File: src/rtl/shift_sequencer.sv
// Variable-amount shift/rotate controller: one single-step shifter_rotator
// applied once per clock for 0-7 steps, with busy/done handshake.
//
// Ports (shift_sequencer):
//   clk, rst_n    clock, async active-low reset
//   start         request strobe, accepted in IDLE or DONE
//   data_in[7:0]  operand captured on accept
//   op[1:0]       00 rotr, 01 rotl, 10 shr, 11 shl
//   amount[2:0]   number of single steps
//   busy          steps remain (RUN)
//   done          one-cycle result strobe (DONE)
//   data_out[7:0] working/result register

module shifter_rotator (
   input  logic [7:0] data_in,
   input  logic [1:0] select,
   output logic [7:0] data_out
);
   always_comb begin
      data_out = data_in;
      unique case (select)
         2'b00: data_out = {data_in[0], data_in[7:1]};
         2'b01: data_out = {data_in[6:0], data_in[7]};
         2'b10: data_out = {1'b0, data_in[7:1]};
         2'b11: data_out = {data_in[6:0], 1'b0};
         default: data_out = data_in;
      endcase
   end
endmodule

module shift_sequencer (
   input  logic       clk,
   input  logic       rst_n,
   input  logic       start,
   input  logic [7:0] data_in,
   input  logic [1:0] op,
   input  logic [2:0] amount,
   output logic       busy,
   output logic       done,
   output logic [7:0] data_out
);
   typedef enum logic [1:0] {
      S_IDLE = 2'd0,
      S_RUN  = 2'd1,
      S_DONE = 2'd2
   } state_t;

   state_t     state_q, state_d;
   logic [7:0] data_q, data_d;
   logic [1:0] op_q, op_d;
   logic [2:0] cnt_q, cnt_d;
   logic [7:0] step;

   shifter_rotator u_step (
      .data_in  (data_q),
      .select   (op_q),
      .data_out (step)
   );

   always_ff @(posedge clk or negedge rst_n) begin
      if (!rst_n) begin
         state_q <= S_IDLE;
         data_q  <= 8'h00;
         op_q    <= 2'b00;
         cnt_q   <= 3'd0;
      end else begin
         state_q <= state_d;
         data_q  <= data_d;
         op_q    <= op_d;
         cnt_q   <= cnt_d;
      end
   end

   always_comb begin
      state_d = state_q;
      data_d  = data_q;
      op_d    = op_q;
      cnt_d   = cnt_q;
      unique case (state_q)
         S_IDLE, S_DONE: begin
            if (start) begin
               data_d  = data_in;
               op_d    = op;
               cnt_d   = amount;
               state_d = (amount != 3'd0) ? S_RUN : S_DONE;
            end else begin
               state_d = S_IDLE;
            end
         end
         S_RUN: begin
            // start is deliberately ignored while stepping
            data_d = step;
            cnt_d  = cnt_q - 3'd1;
            if (cnt_q == 3'd1) state_d = S_DONE;
         end
         default: state_d = S_IDLE;
      endcase
   end

   assign busy     = (state_q == S_RUN);
   assign done     = (state_q == S_DONE);
   assign data_out = data_q;
endmodule

File: config.mk
export PLATFORM = sky130hd
export DESIGN_NAME = shift_sequencer
export DESIGN_NICKNAME = d
export VERILOG_FILES = /design/src/rtl/shift_sequencer.sv
export SDC_FILE = /design/constraint.sdc
export NUM_CORES = 1
export LEC_CHECK = 0
export ABC_AREA = 0
export BUFFER_PORTS_ARGS = -buffer_cell sky130_fd_sc_hd__clkbuf_2
export CORE_MARGIN = 3
export CORE_UTILIZATION = 49
export DETAILED_ROUTE_END_ITERATION = 16
export PLACE_DENSITY = 0.74
export SETUP_SLACK_MARGIN = 0.15
export SYNTH_ARGS = -nofsm -noshare
export SYNTH_HDL_FRONTEND = slang
export SYNTH_SLANG_ARGS = --single-unit
export TNS_END_PERCENT = 1
File: constraint.sdc
create_clock -name clk -period 1.5 [get_ports clk]
set_clock_uncertainty 0.1 [all_clocks]
set_input_delay 0.3 -clock clk [delete_from_list [all_inputs] [get_ports clk]]
set_output_delay 0.3 -clock clk [all_outputs]
set_load 0.005 [all_outputs]
==> impl_results.md, run 1 <==
* YS warnings at 0
* Net Switching at 971 uW
* RSZ-0062 raised after global routing: yes
* Share of the synthesized area in the top cell type at 43.2%
* PwrDens at approximately 2200 nW/um^2
* Ranking of synthesized cells by area: dfrtp_1 (43%), nand2_1 (9.9%), a31oi_1 (5.8%)
* Final setup fails at 0
* Clk_lat worst skew at 0.27 ns
* Peak Freq at 701 MHz
* Drt total wl at 1910 um
* Final Cycle Share at 95.1%
* Gr ovfl total at 0
* Die area at 2320 sq um
* Port bufs at 25
* Row cnt at 14
* Post-Syn Area at 870 sq um
* Iter 0 DRT Violations at 18
* CTS root buf: clkbuf_4
* Startpoint of the worst hold path: op[1]
* Most frequent cells in the layout: clkbuf_2 (25), nand2_1 (23), dfrtp_1 (13)
* First-pass GRT wire length at around 3200 um
* Syn nets at 107
* Worst path slowest cell: dfrtp_2
* 1st-pass router iterations at 4
* DIE WIDTH at 48.1 um
* Register share of total power at a little under two fifths
* H-tree depth at 1
* Area leader, netlist: dfrtp_1
* Worst-path clk slew at 0.09 ns
* Kind of critical path: reg -> out
* Sequential area share after synthesis at approximately 43%
* Worst stage delay on the critical path at 0.45 ns
* Most common cell after layout, fill and taps aside: clkbuf_2
* Drc violations at 0
* Net Sw Frac at 42.0%
* Worst Setup End Kind: output pin
* Final Max Slew Viols at 0
* Int Pwr at 1.34 mW
* Initial antenna violation count at 0
* Peak VDD IR at approximately 0.0011 V
* Initial Util at between 50% and 60%
* Vias in the first global route at 707
* Worst hold path type: in -> reg
* CP Launch Type: register
* Comb power frac at 52.4%
* Measured slew at the worst slew-check pin at 0.378 ns
* Via count at between 700 and 800
* Core area at 1590 sq um
* Post-placement cell area at 978 sq um
* Yosys cell types at 30
* Largest net degree at the start of global routing at 18
* Cell chain of the critical path: and2b_2, clkbuf_2
* Fin Setup TNS at 0 ns
* Leakage power at between 0.5 and 0.6 nW
* GP Congestion at 0.751
* Final setup margin at 0.0733 ns
* Fin area at 1060 sq um
* I/O pins at 26
* Fillers at 140
* Share of cells above drive strength 1 at 38.0%
* GRT Total Usage at 19.6%
* CTS tree: done
* Clock sinks at 15
* Gate count after technology mapping at between 80 and 90
* Place WS at 0.143 ns
* Drt wl/cell at 13.2 um
* Dpl hpwl at ~1300 um
* Die height at 48.1 um
* Worst slew margin at roughly three quarters
* Maximum clock path buffer count at 2
* Total CTS buffers at 3
* Crit path from: state_q[0]$_DFFE_PN0P_
* Critical R2R Launch: state_q[0]$_DFFE_PN0P_
* Worst EP arrival at 1.03 ns
* Area Overhead vs Synth at 21.9%
* Max Fanout on Critical Path at 4
* Clock Power Share at roughly 10%
* Final hold violation count at 0
* Syn Area/Cell at 9.77 sq um
* Vias per cell at 5.34
* Tmin final at 1.43 ns
* Nets@finish at 140
* Status: complete, no violations
* Max-Cap Viols at 0
* Number of diodes at 0
* Data required time of the worst path at 1.10 ns
* Post-DRT Antenna Nets at 0
* #FFs+latches synth at 15
==> power by group through the flow <==
| stage | Combinational (mW) | Clock [mW] | Sequential (mW) |
|---|---|---|---|
| after floorplan | 0.887 | 0 | 0.808 |
| after global placement | 1.04 | 0 | 0.859 |
| after detailed placement | 1.09 | 0 | 0.871 |
| after CTS | 1.19 | 0.234 | 0.860 |
| after global routing | 1.37 | 0.252 | 0.907 |
| final | 1.21 | 0.232 | 0.870 |
==> cell type report <==
class | instances | area, sq um | area share, %
Multi-Input combinational cell | 65 | 423 | 39.9
Sequential cell | 15 | 378 | 35.7
Timing Repair Buffer | 33 | 188 | 17.7
Tap cell | 24 | 30.0 | 2.83
Clock buffer | 4 | 26.3 | 2.48
Inverter | 4 | 15.0 | 1.42
==> per-stage QoR <==
step	instances	util, %	hold slack [ns]	power, mW
after floorplan	89	-	-0.0956	1.69
final	145	66.5	0.111	2.32
after detailed placement	135	61.4	0.137	1.96
after global placement	135	61.4	0.133	1.90
after global routing	145	66.5	0.146	2.53
after CTS	143	65.5	0.108	2.29
==> registers in the layout, summed over array words and instances, names as in the netlist <==
register / count
data_out: 8
cnt_q: 3
op_q: 2
state_q: 2
==> worst max-delay path, delay by kind of cell (launching register included) <==
family / cells / cell delay [ns]
and+or+nand+nor: 1 / 0.21
buffers and inverters: 1 / 0.10
DFF: 1 / 0.45
==> cell families (layout without fill, tap and decap cells) <==
| kind of cell | Yosys count | after routing | share of synthesized area (%) |
|---|---|---|---|
| muxes | 1 | 1 | 1.29 |
| adders and majority gates | 2 | 2 | 2.88 |
| AOI/OAI and AO/OA | 23 | 23 | 20.3 |
| DFF | 15 | 15 | 43.2 |
| and+or+nand+nor | 39 | 39 | 23.6 |
| buffers and inverters | 9 | 41 | 8.78 |
==> synthesized netlist by cell type <==
cell type,number
a211oi_1,6
a221oi_1,1
a22o_1,1
a22oi_1,1
a31oi_1,8
and2b_2,2
buf_4,1
buf_6,1
buf_8,1
clkbuf_8,2
dfrtp_1,15
ha_1,2
inv_1,3
inv_2,1
mux2_2,1
nand2_1,23
nand2b_1,1
nand2b_2,1
nand2b_4,1
nand3_1,1
nand3b_1,1
nor2_1,1
nor2b_1,6
nor2b_4,1
nor3_1,1
o211ai_1,1
o211ai_2,1
o22ai_1,2
o311ai_2,1
o31ai_1,1
==> final timing paths <==
| check | to | slack [ns] | cells after the start |
|---|---|---|---|
| max | done | 0.07 | 2 |
| min | op_q[1]$_DFFE_PN0P_ | 0.11 | 3 |
| max reg2reg | cnt_q[0]$_DFFE_PN0P_ | 0.21 | 5 |
| min reg2reg | cnt_q[1]$_DFFE_PN0P_ | 0.43 | 2 |
| max in group asynchronous | op_q[0]$_DFFE_PN0P_ | 0.64 | 2 |
| min in group asynchronous | state_q[1]$_DFFE_PN0P_ | 0.36 | 2 |
==> routing by layer <==
layer,share of wire (%),up-vias,wire length (um),GRT usage [%]
li1,-,383,-,-
met1,49,371,932,26.6
met2,47,18,896,31.9
met3,3.6,2,69,3.32
met4,0.68,0,13,5.91
met5,0,-,0,0
==> what timing repair did <==
action / in CTS / in global routing
setup endpoints to repair: 3 / 12
hold endpoints to repair: 15 / 0
hold buffers: 1 / 0
resized for setup: 2 / 1
setup buffers: 3 / 2
No activity file was read; power rests on OpenSTA's default activity.
==> run 2, diff against run 1 <==
Clock period 1.5 ns to 1.55 ns, I/O delays scaled along.
==> impl_results.md, run 2 (synthesis gave the netlist of run 1 again) <==
* PwrDens at 2100 nW/um^2 (-3.7%)
* Crit Reg-Reg Endpoint: data_out[1]$_DFFE_PN0P_
* I/O pins at 26 (unchanged)
* RSZ-0062 raised after global routing: yes
* Max FFs per register at 8 (unchanged)
* Number of diodes at 0 (unchanged)
* Worst hold endpoint: op_q[0]$_DFFE_PN0P_
* Die height at 48.1 um (unchanged)
* DP Cell Count at 136 (+0.74%)
* Place WS at 0.294 ns (+0.151 ns)
* Critical R2R Launch: state_q[0]$_DFFE_PN0P_
* DIE WIDTH at 48.1 um (unchanged)
* Most common cell after layout, fill and taps aside: clkbuf_2
* R2R depth at 4 (-1)
* Fin util at 65.9% (-0.55 points)
* Port bufs at 25 (unchanged)
* Maximum clock path buffer count at 2 (unchanged)
* Worst slew margin at 73.2% (-1.6 points)
* Final Cycle Share at 92.1%
* CP Launch Type: register
* Vias per cell at 5.22 (-2.3%)
* Iter 0 DRT Violations at 8 (-10)
* Dpl hpwl at 1300 um (-3.4%)
* Clock sinks at 15 (unchanged)
* Post-DRT Antenna Nets at 0 (unchanged)
* Gr ovfl total at 0 (unchanged)
* Drt wl/cell at 12.8 um (-3.0%)
* Total CTS buffers at 3 (unchanged)
* Worst Setup End Kind: output pin
* Final setup margin at 0.122 ns (+0.0488 ns)
* Via count at 751 (-3.0%)
* Initial Util at 54.6% (unchanged)
* Largest net degree at the start of global routing at 16 (-2)
* Startpoint of the worst hold path: op[0]
* Measured slew at the worst slew-check pin at 0.402 ns (+0.0237 ns)
* Worst hold path type: in -> reg
* GP Congestion at 0.759 (+1.1%)
* Drc violations at 0 (unchanged)
* Die area at 2320 sq um (unchanged)
* Final non-filler cell total at 144 (-0.69%)
* Peak Freq at 700 MHz
* CTS root buf: clkbuf_4
* Peak VDD IR at 0.00120 V (+8.2%)
* Row cnt at 14 (unchanged)
* 1st-pass router iterations at 4 (unchanged)
* Kind of critical path: reg -> out
* CTS tree: done
* Min-Delay Path Depth at 3 (unchanged)
* Area Overhead vs Synth at 20.9%
* Data required time of the worst path at 1.14 ns (+0.04 ns)
* Core area at 1590 sq um (unchanged)
* Worst-path clk slew at 0.09 ns (about the same)
* Final Max Slew Viols at 0 (unchanged)
* Initial antenna violation count at 0 (unchanged)
* Status: complete, no violations
* Vias in the first global route at 689 (-2.5%)
* Final setup fails at 0 (unchanged)
* Clk_lat worst skew at 0.27 ns (about the same)
* Worst EP arrival at 1.02 ns (about the same)
* Max Fanout on Critical Path at 4 (unchanged)
* Most frequent cells in the layout: clkbuf_2 (25), nand2_1 (23), dfrtp_1 (14)
* Fin Setup TNS at 0 ns (unchanged)
* Drt total wl at 1840 um (-3.7%)
* Slack of the worst reg-to-reg path at 0.21 ns (about the same)
* Max-Cap Viols at 0 (unchanged)
* Share of cells above drive strength 1 at 36.7% (-1.3 points)
* GRT Total Usage at 18.8% (-0.76 points)
* First-pass GRT wire length at 3050 um (-3.7%)
* Final hold violation count at 0 (unchanged)
* Leakage power at 0.507 nW (-0.80%)
* Nets@finish at 139 (-0.71%)
* H-tree depth at 1 (unchanged)
* Tmin final at 1.43 ns
## run 2: cell count changes in the layout (fill, tap and decap cells not counted), sizes merged
cell  previous run  this run
buf              7         6
## run 2: area by class of cell
class | count | area [sq um]
fill | 133 | 543
multi-input combinational | 65 | 423
sequential | 15 | 377
timing repair buffer | 32 | 180
tap | 24 | 30.0
clock buffer | 4 | 26.3
inverter | 4 | 15.0
## run 2: per-stage QoR
| stage | power (mW) | area (sq um) | hold WS [ns] |
|---|---|---|---|
| after floorplan | 1.64 | 870 | -0.0856 |
| after detailed placement | 1.90 | 986 | 0.146 |
| final | 2.21 | 1050 | 0.121 |
| after CTS | 2.22 | 1050 | 0.117 |
| after global routing | 2.41 | 1050 | 0.150 |
| after global placement | 1.87 | 986 | 0.146 |
## run 2: routing by layer
layer  up-vias  GRT usage (%)  wire, um
met2        24           29.3       844
met3         2           3.32        95
met4         0           4.84        13
met5         -              0         0
li1        376              -         -
met1       349           27.0       886
## run 2: worst max path at each step
stage | start | end
after global placement | state_q[1]$_DFFE_PN0P_ | cnt_q[2]$_DFFE_PN0P_
after CTS | state_q[0]$_DFFE_PN0P_ | done
after floorplan | state_q[0]$_DFFE_PN0P_ | cnt_q[0]$_DFFE_PN0P_
after detailed placement | state_q[1]$_DFFE_PN0P_ | data_out[7]$_DFFE_PN0P_
final | state_q[0]$_DFFE_PN0P_ | done
after global routing | state_q[0]$_DFFE_PN0P_ | done
## run 2: report_power, final
part | internal [mW] | total (mW) | switching [mW]
Clock | 0.0995 | 0.216 | 0.116
Combinational | 0.595 | 1.17 | 0.578
Sequential | 0.601 | 0.822 | 0.221
Total | 1.30 | 2.21 | 0.915
## run 2: what timing repair did
item	CTS	global route
resized for setup	2	0
hold buffers	1	0
cloned	0	0
hold endpoints to repair	15	0
setup endpoints to repair	2	9
setup buffers	3	0
## run 2: critical path: stages (launching register included)
cell      delay, ns
dfrtp_2        0.44
and2b_2        0.21
clkbuf_2       0.10
